<file path="src/rtl/regfile_scoreboard_rp.sv">
// Multi-port register file with registered read ports, write-to-read bypass
// and a per-register pending (scoreboard) bit. A read of a pending register
// is held off (rd_ready=0) until its producer writes back. The write-back
// cycle itself can satisfy the read through the bypass path.
module regfile_scoreboard_rp #(
  parameter int WIDTH    = 32,
  parameter int ADDR_W   = 5,
  parameter int NUM_RD   = 2,
  parameter int ZERO_REG = 1
) (
  input  logic                       clock,
  input  logic                       ctrl_reset_n,
  input  logic                       ctrl_writeEnable,
  input  logic [ADDR_W-1:0]          ctrl_writeReg,
  input  logic [WIDTH-1:0]           data_writeReg,
  input  logic                       ctrl_reserve,
  input  logic [ADDR_W-1:0]          ctrl_reserveReg,
  input  logic [NUM_RD-1:0]          rd_req,
  input  logic [NUM_RD*ADDR_W-1:0]   rd_addr,
  output logic [NUM_RD-1:0]          rd_ready,
  output logic [NUM_RD-1:0]          rd_valid,
  output logic [NUM_RD*WIDTH-1:0]    rd_data,
  output logic [(1<<ADDR_W)-1:0]     pending
);

  localparam int DEPTH = 1 << ADDR_W;

  logic [WIDTH-1:0]                 regs_q [DEPTH];
  logic [DEPTH-1:0]                 pending_q;
  logic [NUM_RD-1:0]                rd_valid_q;
  logic [NUM_RD-1:0][WIDTH-1:0]     rd_data_q;

  logic                             wr_en;
  logic                             rsv_en;
  logic [NUM_RD-1:0][ADDR_W-1:0]    port_addr;
  logic [NUM_RD-1:0]                port_zero;
  logic [NUM_RD-1:0]                port_hit;
  logic [NUM_RD-1:0][WIDTH-1:0]     port_next;

  assign port_addr = rd_addr;

  // Qualify write and reserve strobes: register 0 is hard-wired when ZERO_REG is set.
  always_comb begin
    wr_en  = ctrl_writeEnable && !((ZERO_REG != 0) && (ctrl_writeReg == '0));
    rsv_en = ctrl_reserve     && !((ZERO_REG != 0) && (ctrl_reserveReg == '0));
  end

  // Per-port acceptance and next read value. Acceptance looks only at the
  // pre-edge scoreboard and the write address, never at write data.
  always_comb begin
    // NOTE: every always_comb output gets a default first so no path can leave it unassigned (no latch).
    port_zero = '0;
    port_hit  = '0;
    port_next = '0;
    rd_ready  = '0;
    for (int i = 0; i < NUM_RD; i++) begin
      port_zero[i] = (ZERO_REG != 0) && (port_addr[i] == '0);
      port_hit[i]  = ctrl_writeEnable && (ctrl_writeReg == port_addr[i]);
      rd_ready[i]  = rd_req[i] && (port_zero[i] || !pending_q[port_addr[i]] || port_hit[i]);
      if (port_zero[i]) begin
        port_next[i] = '0;
      end else if (port_hit[i]) begin
        port_next[i] = data_writeReg;
      end else begin
        port_next[i] = regs_q[port_addr[i]];
      end
    end
  end

  // Register array and scoreboard update.
  always_ff @(posedge clock or negedge ctrl_reset_n) begin
    if (!ctrl_reset_n) begin
      // NOTE: the array is cleared on reset because reads of never-written registers must return 0; this rules out a RAM macro.
      for (int j = 0; j < DEPTH; j++) begin
        regs_q[j] <= '0;
      end
      pending_q <= '0;
    end else begin
      // NOTE: non-blocking assignments; the reserve below is scheduled later, so it wins over a same-cycle write clear.
      if (wr_en) begin
        regs_q[ctrl_writeReg]    <= data_writeReg;
        pending_q[ctrl_writeReg] <= 1'b0;
      end
      if (rsv_en) begin
        pending_q[ctrl_reserveReg] <= 1'b1;
      end
    end
  end

  // Read pipeline stage: valid follows acceptance, data holds when nothing is accepted.
  always_ff @(posedge clock or negedge ctrl_reset_n) begin
    if (!ctrl_reset_n) begin
      rd_valid_q <= '0;
      rd_data_q  <= '0;
    end else begin
      rd_valid_q <= rd_ready;
      for (int i = 0; i < NUM_RD; i++) begin
        if (rd_ready[i]) begin
          rd_data_q[i] <= port_next[i];
        end
      end
    end
  end

  assign rd_valid = rd_valid_q;
  assign rd_data  = rd_data_q;
  assign pending  = pending_q;

endmodule

</file>
<file path="config.mk">
export PLATFORM = sky130hd
export DESIGN_NAME = regfile_scoreboard_rp
export DESIGN_NICKNAME = d
export VERILOG_FILES = /design/src/rtl/regfile_scoreboard_rp.sv
export SDC_FILE = /design/constraint.sdc
export NUM_CORES = 2
export LEC_CHECK = 0
export CORE_MARGIN = 2
export CORE_UTILIZATION = 63
export CTS_CLUSTER_DIAMETER = 30
export DETAILED_ROUTE_END_ITERATION = 8
export PLACE_DENSITY = 0.87
export SYNTH_ARGS = -nofsm -noshare
export SYNTH_HDL_FRONTEND = slang
export SYNTH_SLANG_ARGS = --single-unit
export TNS_END_PERCENT = 50
</file>
<file path="constraint.sdc">
create_clock -name clock -period 3 [get_ports clock]
set_input_delay 0.6 -clock clock [delete_from_list [all_inputs] [get_ports clock]]
set_output_delay 0.6 -clock clock [all_outputs]
set_load 0.02 [all_outputs]
</file>
# --- Yosys cells after proc, flatten, opt, wreduce, memory -nomap -nowiden ---
# Index checks and enable logic that the tools add are counted.
word_totals:
  reg_bits: 1122
  in_bits: 58
  output_inout_bits: 100
  word_cells: 98
classes:
  order_cmp: 10
  n_eq_ne: 2
  mux: 23
  bitwise_logic: 6
  n_reduce_logical: 21
ops:
  columns: ["cell", "count"]
  rows:
  - ["1024-bit bitwise mux", 1]
  - ["32-bit 2-to-1 mux", 11]
  - ["32-bit binary-select mux with 5-bit select", 2]
  - ["32-bit demux with 5-bit select", 1]
  - ["32-bit AND", 1]
  - ["32-bit NOT", 1]
  - ["32-bit bitwise OR", 1]
  - ["5-bit by 6-bit < comparator with 1-bit output, second input constant", 4]
  - ["5-bit logical NOT", 4]
  - ["6-bit >= comparator, second input constant", 3]
  - ["5-bit NOT with 6-bit output", 3]
  - ["1-bit binary-select mux with 5-bit select", 2]
  - ["1-bit demux with 5-bit select", 2]
  - ["5-bit == test", 2]
  - ["5-bit by 1-bit >= comparator with 1-bit output, second input constant", 2]
  - ["1-bit logical AND", 9]
  - ["6-bit by 1-bit < comparator with 1-bit output, second input constant", 1]
  - ["1-bit logical NOT", 4]
  - ["1-bit logical OR", 4]
  - ["1-bit 2-to-1 mux", 4]

# --- Logic depth before layout (Yosys ltp) ---
depth:
  depth_word: 9
  mapped_depth: 11
  mapped_depth_nobuf: 6

# --- Worst setup path after synthesis ---
# No wires, ideal clock.
synth_timing:
  kind: "input port to output port"
  start: "input port rd_addr[3]"
  end: "output port rd_ready[0]"
  arrival_ns: 2.324
  required_time_ns: 2.400
  setup_slack_ns: 0.076
  stages: 8
  path_buffers: 3
  cell_sequence: "buf_2 > mux4_2 > a22oi_1 > and3_1 > o221ai_1 > clkbuf_1 > buf_1 > inv_2"
synth_between:
  elab_chain_len: 6
  word_cells_on_any_way: 9
  cone_classes: "1 x eq/ne; 2 x mux; 6 x reduce/logical"
synth_rtl:
  columns: ["element", "line", "rtl"]
  rows:
  - ["start: declaration", "19", "input logic [NUM_RD*ADDR_W-1:0] rd_addr,"]
  - ["1-bit binary-select mux with 5-bit select", "59", "rd_ready[i] = rd_req[i] && (port_zero[i] || !pending_q[port_addr[i]] || port_hit[i]);"]
  - ["1-bit 2-to-1 mux (not written as such)", "59", null]
  - ["1-bit logical NOT", "59", null]
  - ["1-bit logical OR", "59", null]
  - ["1-bit logical OR *", "59", null]
  - ["1-bit logical AND *", "59", null]
  - ["end: declaration", "20", "output logic [NUM_RD-1:0] rd_ready,"]
# Mark *: on every way between the ends. The rest lies on a longest branch, timed or not. The select of a mux whose other input is x is not followed.

# --- Final worst setup path ---
layout_timing:
  start: "register pending_q[17], in the netlist pending[17]"
  end: "output port rd_ready[0]"
layout_between:
  elab_chain_len: 6
layout_rtl:
  columns: ["element", "line", "rtl"]
  rows:
  - ["start: declaration", "29", "logic [DEPTH-1:0] pending_q;"]
  - ["start signal: assignment", "77", "pending_q <= '0;"]
  - ["start signal: indexed assignment", "82", "pending_q[ctrl_writeReg] <= 1'b0;"]
  - ["start signal: indexed assignment", "85", "pending_q[ctrl_reserveReg] <= 1'b1;"]
  - ["1-bit binary-select mux with 5-bit select", "59", null]
  - ["1-bit 2-to-1 mux (not written as such)", "59", null]
  - ["1-bit logical NOT", "59", null]
  - ["1-bit logical OR (2 in a row)", "59", null]
  - ["1-bit logical AND", "59", null]
# No other way between the ends. The select of a mux whose other input is x is not followed.

==> metrics.cfg <==
[critical_path]
arrival_ps = 2650
critPathLaunch = pending[17]
worst-path-max-fanout = 3
crit_path_start_kind = register
r2r-end = rd_data[6]
crit-reg2reg-launch = pending[19]
crit_end = rd_ready[0]
regToRegSetupSlack_ps = 170
cp-end-kind = primary output
setup.worst_path.class = register to primary output
worstPathRequired_ps = 2400
ff2ff_path_depth = 7

[route]
num_vias = 41700
via_per_inst = 7.71
drtPass1Iterations = 8
avgRoutedWirePerCell_um = 36.7
antenna_left = 0
drtIter0Drc = 6319
remaining_drc_errors = 0
wirelength_um = 198000

[synth]
yosys_warnings = 0
synth_area_um2 = 58200
synth_top_area_share_pct = 48.3
yosysTopAreaCell = dfrtp_1
synth.distinct_cells = 40
netlist_top_cells_area = dfrtp_1 (48%), mux4_2 (23%), mux2_2 (19%), clkbuf_1 (2.0%), a22oi_1 (1.8%)
synth-main-ff-cell = dfrtp_1
synth_seq_area_share_pct = 48.3
synth-edff-count = 0
synth_seq_cells = 1122
syn_nets = 3819
syn_avg_cell_area_um2 = 15.5
async_flop_share_pct = 100
syn_inst = 3761

[clock_tree]
ctsHtreeMaxLevel = 4
cts.sinks = 1122
numCtsBuffers = 208
clkLatencyLatePin_ps = 810
cts_tree = done
root_buffer = clkbuf_16
path_clk_slew_ps = 60
clk_path_buf_depth = 3

[timing]
fin_worst_skew_ps = 36.5
slew_headroom_pct = 16.8
setup_slack_ps = -255
rsz0062_at_grt = yes
drv_slew = 0
fmax_mhz = 307
tightest_slew_ps = 1240
finalCriticalPeriod_ps = 3250
min_period_over_period_pct = 108
finalSetupViolations = 2
hold_viol = 0

[placed_design]
dp.cells = 5011
place_congestion = 0.950
place_hpwl_um = 116000
dp_worst_setup_slack_ps = -302
io_buffers = 157

[outcome]
violations = negative setup slack
status = complete, but fails checks

[die]
fp.dieH_um = 308
start_util_pct = 63.6
die_area_um2 = 94800
die_w_um = 308
core_um2 = 91500
io_pins = 158
num_rows = 111

[grt]
grt.overflow.total = 0
grt_max_degree = 120
grt_pass1_wl_um = 294000
antenna_found_initial = 9
first_global_vias = 44400
grtUsageTotal_pct = 42.8

[finish]
post-route-util_pct = 77.4
drive_gt1_share_pct = 55.4
fillers = 4410
instances_no_fill = 5411
final_nets = 4103
final-seq-area_um2 = 28100
area_growth_pct = 21.7
final_cell_mix = dfrtp_1 (1116), mux2_2 (968), mux4_2 (590)
final_common_cell = dfrtp_1
multi_input_area_um2 = 28500

[power_and_ir_drop]
p_per_area_nw_per_um2 = 792
vdd_drop_max_mv = 0.617
power_leakage_nw = 30.3

[run]
maxCapViolCount = 0

[min_path]
hold_path_class = primary input to async pin

==> how the worst min path moves through the flow <==
stage                       from      endpoint  slack, ps
finish              ctrl_reset_n   regs_q[324]        330
floorplan           ctrl_reset_n    pending[0]        300
detailed placement  regs_q[1016]  regs_q[1016]        380
global placement    regs_q[1003]  regs_q[1003]        380
CTS                 ctrl_reset_n   regs_q[874]        320
global route        ctrl_reset_n   regs_q[900]        350
==> power by group <==
part | internal, mW | total, mW | leakage (nW) | switching [mW]
combinational | 6.23 | 10.9 | 12.4 | 4.66
sequential | 18.2 | 21.0 | 14.4 | 2.87
clock | 15.7 | 24.2 | 3.50 | 8.46
==> flip-flops by register name, indices dropped and copies added (netlist names) <==
name      cells
rd_valid      2
rd_data      64
regs_q     1024
pending      32
==> cells in the mapped netlist (4+ instances only) <==
cell,number
a21oi_1,67
nor2b_1,72
nor3b_1,6
a211oi_1,65
buf_2,46
nor2_1,22
mux2_1,24
and3_1,7
mux4_2,590
buf_6,24
o22ai_1,12
clkbuf_1,311
nand3_1,10
buf_4,7
dfrtp_1,1122
xnor2_1,9
a22oi_1,136
nand3b_1,6
inv_1,13
o21ai_1,66
mux2_2,968
nand2_1,88
buf_1,41
o21ai_0,9
a22o_1,15
and2_1,4
==> per-stage QoR <==
step	TNS, ps	hold slack (ps)	area [um2]	total power, mW
2_1_floorplan	0	304	58200	26.9
3_3_place_gp	-4490	376	63500	30.4
3_5_place_dp	-6260	383	63500	31.1
4_1_cts	-288	323	70800	55.6
5_1_grt	-405	346	70800	57.5
6_report	-451	334	70800	56.1
==> final cells by class <==
cell class,count,area share (%)
clock buffers,255,7.96
well taps,1186,2.10
diodes,6,0.0212
clock inverters,129,2.22
flip-flops and latches,1122,39.7
multi-input cells,2193,40.2
repair buffers,505,7.77
inverters,15,0.0795
==> cell families after synthesis <==
family                 after synthesis  synth area share (%)
buffers and inverters              446                  3.34
XOR/XNOR                             9                 0.135
multiplexers                      1583                  42.1
AND/OR/NAND/NOR                    229                  2.01
flip-flops                        1122                  48.3
AO/OA/AOI/OAI                      372                  4.20
==> per-layer routing <==
layer	wire length, um	global-route usage, %
met5	62	0
met4	14400	25.8
met3	30800	19.5
met2	87800	62.4
met1	65300	52.5
==> repair_timing <==
| item | in CTS | in global routing |
|---|---|---|
| gates resized for setup | 20 | 4 |
| setup buffers | 5 | 4 |
| pin swaps | 4 | 2 |
| endpoints found under the setup margin | 2 | 2 |
| hold buffers | 1 | 0 |
| hold endpoints to repair | 21 | 0 |
==> critical path, stage by stage, from the launching register on <==
cell and delay, ps:
dfrtp_1 440, mux4_2 500, a22oi_2 190, and3_4 230, o221ai_4 230, inv_2 130
buf_6 120
Power figures use the tool's default switching activity.
